**config.mk**
```make
export PLATFORM = sky130hd
export DESIGN_NAME = mips_mc_control
export DESIGN_NICKNAME = d
export VERILOG_FILES = /design/src/rtl/mips_mc_control.sv
export SDC_FILE = /design/constraint.sdc
export NUM_CORES = 1
export LEC_CHECK = 0
export ABC_CLOCK_PERIOD_IN_PS = 2400
export BUFFER_PORTS_ARGS = -buffer_cell sky130_fd_sc_hd__clkbuf_2
export CAP_MARGIN = 0
export CORE_AREA = 2 2 44 46
export CTS_CLUSTER_SIZE = 20
export DETAILED_ROUTE_END_ITERATION = 10
export DIE_AREA = 0 0 46 48
export PLACE_DENSITY = 0.86
export SYNTH_ARGS = -nofsm -noshare
export SYNTH_HDL_FRONTEND = slang
export SYNTH_SLANG_ARGS = --single-unit
```
**constraint.sdc**
```tcl
create_clock -name clk -period 2.4 [get_ports clk]
set_input_delay 0.24 -clock clk [delete_from_list [all_inputs] [get_ports clk]]
set_output_delay 0.24 -clock clk [all_outputs]
set_load 0.1 [all_outputs]
```
**src/rtl/mips_mc_control.sv**
```systemverilog
// mips_mc_control: multi-cycle MIPS control FSM with memory-ready handshake and optional watchdog.
// Define MC_CTRL_JAL_EN to enable the JAL state (opcode 0x03); otherwise 0x03 is illegal.
module mips_mc_control #(
    parameter int ALU_CTRL_W  = 4,
    parameter int MEM_TIMEOUT = 0
) (
    input  logic                  clk,
    input  logic                  rst,
    input  logic [5:0]            opcode,
    input  logic [5:0]            funct,
    input  logic                  mem_ready,
    output logic                  pc_write,
    output logic                  pc_write_cond,
    output logic                  pc_write_cond_ne,
    output logic                  i_or_d,
    output logic                  mem_read,
    output logic                  mem_write,
    output logic                  ir_write,
    output logic [1:0]            reg_dst,
    output logic [1:0]            mem_to_reg,
    output logic                  reg_write,
    output logic                  alu_src_a,
    output logic                  ext_type,
    output logic [1:0]            alu_src_b,
    output logic [1:0]            pc_source,
    output logic [ALU_CTRL_W-1:0] alu_ctrl,
    output logic                  illegal_op,
    output logic                  mem_timeout,
    output logic [3:0]            state
);
    typedef enum logic [3:0] {
        FETCH = 4'd0, DECODE = 4'd1, MEM_ADDR = 4'd2, MEM_RD = 4'd3, MEM_WB = 4'd4,
        MEM_WR = 4'd5, R_EXEC = 4'd6, R_WB = 4'd7, I_EXEC = 4'd8, I_WB = 4'd9,
        BRANCH = 4'd10, JUMP = 4'd11, JAL = 4'd12
    } state_t;
    localparam logic [3:0] ALU_AND = 4'b0000, ALU_OR = 4'b0001, ALU_ADD = 4'b0010;
    localparam logic [3:0] ALU_SUB = 4'b0110, ALU_SLT = 4'b0111, ALU_NOR = 4'b1100;
    localparam int CW = MEM_TIMEOUT > 1 ? $clog2(MEM_TIMEOUT) : 1;
    state_t st, nx;
    logic [CW-1:0] cnt;
    logic [3:0] r_alu, alu4;
    logic r_ok, dec_ill, wait_st, timeout;
    assign state = st;
    assign wait_st = st == FETCH || st == MEM_RD || st == MEM_WR;
    assign timeout = MEM_TIMEOUT > 0 && wait_st && !mem_ready && cnt == CW'(MEM_TIMEOUT - 1);
    assign alu_ctrl = ALU_CTRL_W'(alu4);
    always_comb begin
        r_ok = 1'b1;
        r_alu = ALU_ADD;
        case (funct)
            6'h20: r_alu = ALU_ADD;
            6'h22: r_alu = ALU_SUB;
            6'h24: r_alu = ALU_AND;
            6'h25: r_alu = ALU_OR;
            6'h27: r_alu = ALU_NOR;
            6'h2A: r_alu = ALU_SLT;
            default: r_ok = 1'b0;
        endcase
    end
    always_ff @(posedge clk) begin
        st <= rst ? FETCH : nx;
        cnt <= (rst || !wait_st || mem_ready || timeout) ? '0 : cnt + 1'b1;
        illegal_op <= !rst && dec_ill;
        mem_timeout <= !rst && timeout;
    end
    always_comb begin
        nx = FETCH;
        dec_ill = 1'b0;
        case (st)
            FETCH:    nx = mem_ready ? DECODE : FETCH;
            DECODE: begin
                case (opcode)
                    6'h00: nx = R_EXEC;
                    6'h23, 6'h2B: nx = MEM_ADDR;
                    6'h04, 6'h05: nx = BRANCH;
                    6'h02: nx = JUMP;
`ifdef MC_CTRL_JAL_EN
                    6'h03: nx = JAL;
`endif
                    6'h08, 6'h0C, 6'h0D, 6'h0A: nx = I_EXEC;
                    default: dec_ill = 1'b1;
                endcase
            end
            MEM_ADDR: nx = opcode == 6'h23 ? MEM_RD : MEM_WR;
            MEM_RD:   nx = mem_ready ? MEM_WB : timeout ? FETCH : MEM_RD;
            MEM_WR:   nx = (mem_ready || timeout) ? FETCH : MEM_WR;
            R_EXEC: begin
                nx = r_ok ? R_WB : FETCH;
                dec_ill = !r_ok;
            end
            I_EXEC:   nx = I_WB;
            default:  nx = FETCH;
        endcase
    end
    always_comb begin
        pc_write = 1'b0;
        pc_write_cond = 1'b0;
        pc_write_cond_ne = 1'b0;
        i_or_d = 1'b0;
        mem_read = 1'b0;
        mem_write = 1'b0;
        ir_write = 1'b0;
        reg_dst = 2'd0;
        mem_to_reg = 2'd0;
        reg_write = 1'b0;
        alu_src_a = 1'b0;
        ext_type = 1'b1;
        alu_src_b = 2'd0;
        pc_source = 2'd0;
        alu4 = ALU_ADD;
        case (st)
            FETCH: begin
                mem_read = 1'b1;
                ir_write = mem_ready;
                pc_write = mem_ready;
                alu_src_b = 2'd1;
            end
            DECODE: alu_src_b = 2'd3;
            MEM_ADDR: begin
                alu_src_a = 1'b1;
                alu_src_b = 2'd2;
            end
            MEM_RD: begin
                i_or_d = 1'b1;
                mem_read = 1'b1;
            end
            MEM_WB: begin
                mem_to_reg = 2'd1;
                reg_write = 1'b1;
            end
            MEM_WR: begin
                i_or_d = 1'b1;
                mem_write = 1'b1;
            end
            R_EXEC: begin
                alu_src_a = 1'b1;
                alu4 = r_alu;
            end
            R_WB: begin
                reg_dst = 2'd1;
                reg_write = 1'b1;
            end
            I_EXEC: begin
                alu_src_a = 1'b1;
                alu_src_b = 2'd2;
                alu4 = opcode == 6'h0A ? ALU_SLT : opcode == 6'h0C ? ALU_AND : opcode == 6'h0D ? ALU_OR : ALU_ADD;
                ext_type = !(opcode == 6'h0C || opcode == 6'h0D);
            end
            I_WB: reg_write = 1'b1;
            BRANCH: begin
                alu_src_a = 1'b1;
                alu4 = ALU_SUB;
                pc_source = 2'd1;
                pc_write_cond = opcode == 6'h04;
                pc_write_cond_ne = opcode == 6'h05;
            end
            JUMP: begin
                pc_source = 2'd2;
                pc_write = 1'b1;
            end
`ifdef MC_CTRL_JAL_EN
            JAL: begin
                pc_source = 2'd2;
                pc_write = 1'b1;
                reg_dst = 2'd2;
                mem_to_reg = 2'd2;
                reg_write = 1'b1;
            end
`endif
            default: ;
        endcase
    end
endmodule

```
==> After elaboration in Yosys (flattened, before gate mapping) <==
Cells that the tools add are included.
{ "classes": {"n_eq_ne": 26, "muxes": 29, "reduce_logical": 17} }
{ "ops": {"columns": ["cell", "count"], "rows": [
  ["== test 6 bit (second input constant)", 8],
  ["one-hot mux 4 bit (5 select lines)", 2],
  ["one-hot mux 4 bit (7 select lines)", 1],
  ["== test 6 x 4 -> 1 bit (second input constant)", 4],
  ["== test 4 x 3 -> 1 bit (second input constant)", 4],
  ["== test 4 bit (second input constant)", 4],
  ["2-to-1 mux 3 bit", 5],
  ["2-to-1 mux 1 bit", 14],
  ["== test 6 x 3 -> 1 bit (second input constant)", 2],
  ["one-hot mux 4 bit (3 select lines)", 1],
  ["OR reduction 10 bit", 1],
  ["OR reduction 2 bit", 5],
  ["== test 4 x 2 -> 1 bit (second input constant)", 2],
  ["OR reduction 4 bit", 2],
  ["== test 6 x 2 -> 1 bit (second input constant)", 1],
  ["zero test 6 bit", 1],
  ["one-hot mux 2 bit (3 select lines)", 1],
  ["OR reduction 6 bit", 1],
  ["== test 4 x 1 -> 1 bit (second input constant)", 1],
  ["zero test 4 bit", 1],
  ["2-to-1 mux 2 bit", 2],
  ["one-hot mux 1 bit (2 select lines)", 2],
  ["one-hot mux 2 bit (2 select lines)", 1],
  ["zero test 1 bit", 3],
  ["3 further kinds", 3]
]} }
{ "totals": {"register_bits": 5, "in_bits": 15, "output_inout_bits": 28, "word_cells": 74} }

==> Logic depth before layout (Yosys ltp) <==
Gate-level depths: netlist of the first run.
{ "depth": {"word_depth": 6, "depth_mapped": 5, "ltp_nobuf": 4} }

==> Worst setup path after synthesis of the first run <==
OpenSTA, ideal clock, no wires.
{ "synth_path": {"path_type": "register to output", "from": "reg st[1] (netlist: state[1])", "to": "out pc_write_cond_ne", "arrival_ns": 4.813, "t_required_ns": 2.160, "slack_ns": -2.653, "path_stages_with_launch": 5, "path_buffers": 1, "path_cell_list": "dfxtp_1 > buf_2 > nand2b_1 > or2_2 > nor4b_1"} }
{ "synth_via": {"elab_chain_len": 2} }
{ "synth_lines": {"columns": ["item", "line_no", "source"], "rows": [
  ["start: declaration", "39", "state_t st, nx;"],
  ["start signal: assignment", "61", "st <= rst ? FETCH : nx;"],
  ["== test 4 bit", "111", "case (st)"],
  ["2-to-1 mux 1 bit", "111", null],
  ["end: declaration", "14", "output logic pc_write_cond_ne,"]
]} }
No other way between the ends.

==> Worst setup path in the final report of the first run <==
Same ends and word-level chain as after synthesis.

==> results of run 1 <==
## cells in the final DEF, fill, tap and decap left out, drive strengths merged, types with 3 or more instances in the layout
| master | count |
|---|---|
| nand2 | 9 |
| dfxtp | 5 |
| nor2b | 3 |
| o21ai | 5 |
| nand3 | 4 |
| a31oi | 4 |
| inv | 4 |
| clkbuf | 41 |
| conb | 3 |
| a21oi | 3 |
| nor3 | 10 |
| nand2b | 8 |
| and3 | 3 |
| nor2 | 13 |
## synthesized netlist by cell type (all sizes together), types with 2 or more instances
| cell type | n |
|---|---|
| clkbuf | 5 |
| and3 | 3 |
| xor2 | 2 |
| o41ai | 2 |
| nor2 | 13 |
| nand2b | 8 |
| o21ai | 5 |
| nand3 | 4 |
| nor3 | 10 |
| or2 | 2 |
| nor4 | 2 |
| nor2b | 3 |
| or3 | 2 |
| buf | 7 |
| a21oi | 3 |
| nand2 | 9 |
| nor4b | 2 |
| inv | 4 |
| dfxtp | 5 |
| o2111ai | 2 |
| a31oi | 4 |
## registers in the layout, indices dropped and copies added (netlist names)
signal      count
state           4
illegal_op      1
## metal layers
| metal | up-vias | wire length, µm | track usage [%] |
|---|---|---|---|
| met2 | 33 | 1160 | 37.5 |
| met1 | 463 | 985 | 25.4 |
| met5 | - | 0 | 0 |
| met3 | 2 | 94 | 5.28 |
| met4 | 0 | 6 | 0.571 |
| li1 | 500 | - | - |
## critical path, delay by kind of cell (launching register included)
| family | cells | cell delay, ns |
|---|---|---|
| buf+inv | 1 | 0.49 |
| flops | 1 | 0.47 |
| simple gates | 3 | 0.80 |
## cell families after synthesis
family,count (synthesis),synth area share [%]
XOR/XNOR,2,2.25
multiplexers,1,1.45
other,1,0.482
buffers and inverters,16,9.81
flip-flops,5,12.9
AO/OA/AOI/OAI,29,28.0
AND/OR/NAND/NOR,64,45.2
## final cells by class
cell class | count | area (µm²)
Multi-Input combinational cell | 99 | 723
Fill cell | 159 | 588
Timing Repair Buffer | 39 | 200
Sequential cell | 5 | 115
Clock buffer | 4 | 26.3
Tap cell | 17 | 21.3
Inverter | 4 | 15.0
## path summary, 6_finish.rpt
kind | from | end | slack, ns
max | state[1] | pc_write_cond_ne | 0.15
min | rst | illegal_op | 0.20
max reg2reg | state[3] | state[0] | 0.92
min reg2reg | state[2] | state[3] | 0.56
## report_power, final
group	switching (mW)	internal, mW
Sequential	0.00881	0.0830
Combinational	0.143	0.0408
Clock	0.0300	0.0626
## per-stage QoR
step                hold slack [ns]  power (mW)  TNS [ns]
floorplan                     0.309       0.246    -0.201
finish                        0.203       0.369         0
detailed placement            0.444       0.276         0
global placement              0.447       0.273         0
global route                  0.188       0.392         0
CTS                           0.198       0.372         0
## repair_timing
item | in CTS | in global routing
resized for setup | 0 | 4
buffers inserted | 0 | 0
hold endpoints to repair | 0 | 0
endpoints found under the setup margin | 0 | 2
==> results.yml, run 1 <==
clock_network:
  holdBufCountCts: 0
  cts.path.max_buffers: 2
  cts_num_sinks: 5
  tritoncts: "built"
  clkLatencyLatePin_ns: 0.23
  ctsRootBufferMaster: "sky130_fd_sc_hd__clkbuf_4"
  clk_pin_slew_ns: 0.04
  cts-buffers-inserted: 3
  ctsHtreeMaxLevel: 1
sta:
  max_clock_freq_mhz: 445
  postLayoutSetupSlackWorst_ns: 0.154
  layout_worst_path_cycle_share_pct: 93.6
  worst_clock_skew_ns: 0.00158
  final_hold_viol_count: 0
  grt_setup_unrepaired: "no"
  worst_pin_slew_ns: 0.545
  timing.final.crit_period_ns: 2.25
  timing.final.max_slew_violations: 0
  finalSetupViolations: 0
  max-slew-margin-rel_pct: 63.8
global_routing:
  grt_max_degree: 20
  first_global_vias: 776
  grt_first_pass_wirelength_um: 3370
  globalRoute.totalOverflow: 0
  grt_antenna_before_repair: 0
  globalRouteTotalUtil_pct: 20.5
final_layout:
  area_growth_syn_to_layout_pct: 41.5
  finalNonFillerCells: 168
  layout.core_utilization_pct: 65.2
  antenna_cells_inserted: 0
  final_net_count: 167
  final_cell_area_um2: 1100
  drive_above_1_share_pct: 43.7
route:
  routedWlPerCell_um: 13.4
  drt_drc_violations_left: 0
  drt-total-wl_um: 2250
  drt-initial-drc-count: 23
  ant_nets: 0
  route.vias.total: 998
  first_pass_iters: 4
  via_per_inst: 5.94
synth:
  synth_ff_type: "sky130_fd_sc_hd__dfxtp_1"
  synthesis.yosys.warnings: 0
  synth-edff-count: 0
  synth_seq_cells: 5
  synth.avg_cell_area_um2: 6.60
  synth-seq-area-share_pct: 12.9
  async_s_r_ff_share_synth_pct: 0
  synth_top_cell_by_area: "sky130_fd_sc_hd__dfxtp_1"
  syn_area_um2: 778
  synthCells: 118
  synth_top_cells_by_area: "sky130_fd_sc_hd__dfxtp_1, sky130_fd_sc_hd__nor3_1, sky130_fd_sc_hd__nor2_1"
  synth_cell_type_count: 45
  yosys.area.top_type_share_pct: 12.9
placed_design:
  numPlacedInstances: 164
  dp_hpwl_um: 1750
  finalWeightedCongestion: 0.942
  io_buffer_count: 39
  post_dp_cell_area_um2: 1070
  placement.setup.worst_slack_ns: 0.392
setup_path:
  worstPathCellList: "nand2b_1 -> or2_2 -> nor4b_4 -> clkbuf_2"
  crit_path_start_kind: "flip-flop"
  critPathCaptureType: "output pin"
  rr_worst_depth: 4
  critical-path-slowest-cell: "sky130_fd_sc_hd__clkbuf_2"
  cp.required_ns: 2.16
  criticalPathCategory: "reg -> out"
  timing.critical_path.fanout_max: 19
  cp_slowest_stage_delay_ns: 0.49
  timing.critical_path.arrival_ns: 2.01
die:
  die_w_um: 46
  floorplan.die.height_um: 48
  i_o_pin_count: 43
  design.die.area_um2: 2210
  fp-row-count: 15
  initial_core_util_pct: 46.1
  core_area_um2: 1690
pwr:
  total_leakage_power_nw: 0.482
  max-vdd-ir-drop_mv: 0.180
  power_density_cells_nw_per_um2: 335
job:
  drv_cap: 0
status:
  run_status: "finished, final reports clean"
hold_path:
  holdCritPathClass: "in -> reg"
  worstHoldPathCells: 2
Note: power is estimated with default switching activity, not from simulation.
==> run 2, diff against run 1 <==
==> config.mk (replaced) <==
export PLATFORM = sky130hd
export DESIGN_NAME = mips_mc_control
export DESIGN_NICKNAME = d
export VERILOG_FILES = /design/src/rtl/mips_mc_control.sv
export SDC_FILE = /design/constraint.sdc
export NUM_CORES = 1
export LEC_CHECK = 0
export ABC_CLOCK_PERIOD_IN_PS = 1850
export BUFFER_PORTS_ARGS = -buffer_cell sky130_fd_sc_hd__clkbuf_2
export CAP_MARGIN = 0
export CORE_AREA = 2 2 48 50
export CTS_CLUSTER_SIZE = 20
export DETAILED_ROUTE_END_ITERATION = 10
export DIE_AREA = 0 0 50 52
export HOLD_SLACK_MARGIN = 0.02
export PLACE_DENSITY = 0.77
export RECOVER_POWER = 25
export SYNTH_ARGS = -nofsm -noshare
export SYNTH_HDL_FRONTEND = slang
export SYNTH_SLANG_ARGS = --single-unit
==> constraint.sdc (replaced) <==
create_clock -name clk -period 1.85 [get_ports clk]
set_input_delay 0.185 -clock clk [delete_from_list [all_inputs] [get_ports clk]]
set_output_delay 0.185 -clock clk [all_outputs]
set_load 0.1 [all_outputs]
==> run 2 against run 1 <==
Against the previous run:
- clock power up 45%
- core utilization up 5.1 points
- power up 43%
- non-clock buffer count up 17
- register-to-register slack worse by 0.68 ns
- die area up 18%
- design area up 34%
- largest power group unchanged
- via count up 12%
- global-route usage up 2.9 points
- worst setup slack worse by 0.13 ns
- sequential power up 23%
==> results.yml, run 2 (same netlist as run 1, synthesis figures left out) <==
status:
  run_status: "finished, final reports clean"
clock_network:
  tritoncts: "built"
  cts.path.max_buffers: 2
  cts_num_sinks: 5
  clk_pin_slew_ns: 0.05
  cts-buffers-inserted: 3
  ctsRootBufferMaster: "sky130_fd_sc_hd__clkbuf_4"
  clkLatencyLatePin_ns: 0.25
  ctsHtreeMaxLevel: 1
sta:
  timing.final.max_slew_violations: 0
  worst_clock_skew_ns: 0.00147
  grt_setup_unrepaired: "yes"
  max-slew-margin-rel_pct: 22.9
  worst_hold_slack_ns: 0.133
  final_hold_viol_count: 0
  max_clock_freq_mhz: 547
  worst_pin_slew_ns: 1.16
  layout_worst_path_cycle_share_pct: 98.8
  finalSetupViolations: 0
  timing.final.crit_period_ns: 1.83
final_layout:
  flip_flop_count_of_the_largest_register_all_copies_and_words_added: 4
  area_growth_syn_to_layout_pct: 90.2
  drive_above_1_share_pct: 53.0
  final_cell_area_um2: 1480
  mostFrequentLayoutCell: "sky130_fd_sc_hd__clkbuf_2"
  antenna_cells_inserted: 0
  layout.cells.most_common_list: "sky130_fd_sc_hd__clkbuf_2, sky130_fd_sc_hd__buf_4, sky130_fd_sc_hd__buf_12"
  final_net_count: 184
global_routing:
  globalRouteTotalUtil_pct: 23.4
  globalRoute.totalOverflow: 0
  grt_first_pass_wirelength_um: 4710
  grt_antenna_before_repair: 0
  grt_max_degree: 17
  first_global_vias: 1036
route:
  wl_met2_um: 1540
  routed_length_on_met1_um: 1200
  drt_drc_violations_left: 0
  ant_nets: 0
  via_per_inst: 5.68
  drt-initial-drc-count: 26
  route.top_layer_used: "met4"
  first_pass_iters: 4
  routedWlPerCell_um: 15.3
  wl_met3_um: 125
  route.vias.total: 1114
  drt-total-wl_um: 3000
placed_design:
  finalWeightedCongestion: 0.922
  dp_hpwl_um: 2110
  io_buffer_count: 39
  post_dp_cell_area_um2: 1330
setup_path:
  timing.critical_path.arrival_ns: 1.64
  criticalPathCategory: "reg -> out"
  critPathCaptureType: "output pin"
  crit_path_start_kind: "flip-flop"
  cp.required_ns: 1.66
  timing.critical_path.fanout_max: 12
  rr_worst_depth: 5
job:
  drv_cap: 0
hold_path:
  worstHoldPathCells: 2
  holdCritPathClass: "in -> reg"
die:
  die_w_um: 50
  floorplan.die.height_um: 52
  i_o_pin_count: 43
  core_area_um2: 2110
  initial_core_util_pct: 37.0
  design.die.area_um2: 2600
  fp-row-count: 17
pwr:
  max-vdd-ir-drop_mv: 0.303
  total_leakage_power_nw: 0.595
  power_density_cells_nw_per_um2: 356
-- run 2: layout make-up --
cell class / count / area [µm²]
Multi-Input combinational cell: 99 / 772
Fill cell: 161 / 626
Timing Repair Buffer: 56 / 513
Sequential cell: 5 / 115
Tap cell: 28 / 35.0
Clock buffer: 4 / 26.3
Inverter: 4 / 18.8
-- run 2: final timing paths --
kind         slack, ns          end     start
max               0.02  alu_ctrl[1]  state[2]
min               0.13   illegal_op       rst
max reg2reg       0.24     state[1]  state[3]
min reg2reg       0.61     state[3]  state[3]
-- run 2: metal layers --
layer / vias to the layer above / GRT usage (%)
met5: - / 0
met4: 0 / 17.6
met3: 14 / 2.30
met2: 45 / 37.7
met1: 521 / 28.5
li1: 534 / -
-- run 2: timing repair --
action	in CTS	in global routing
pin swaps	4	0
endpoints found under the setup margin	5	7
buffers inserted	9	6
gates cloned	0	0
resized for setup	2	2
hold buffers	0	0
-- run 2: critical path, cell delays in order, from the launching register on --
cell and delay [ns]:
sky130_fd_sc_hd__dfxtp_4 0.38, sky130_fd_sc_hd__nand2b_4 0.17, sky130_fd_sc_hd__nor3_4 0.19, sky130_fd_sc_hd__buf_4 0.15, sky130_fd_sc_hd__nor2_1 0.04, sky130_fd_sc_hd__a211o_2 0.29, sky130_fd_sc_hd__buf_12 0.17
-- run 2: through the flow --
step	setup TNS, ns	std cells	util (%)	worst slack, ns	power, mW
global route	-0.109	196	70.3	-0.0324	0.549
global placement	0	177	63.2	0.182	0.375
detailed placement	0	177	63.2	0.152	0.380
CTS	0	190	68.0	0.0124	0.524
finish	0	196	70.3	0.0219	0.528
floorplan	-3.30	120	-	-0.611	0.327
-- run 2: power breakdown --
part | internal, mW | switching [mW] | total [mW]
registers | 0.107 | 0.00548 | 0.113
clock network | 0.0820 | 0.0520 | 0.134
logic | 0.0766 | 0.204 | 0.281
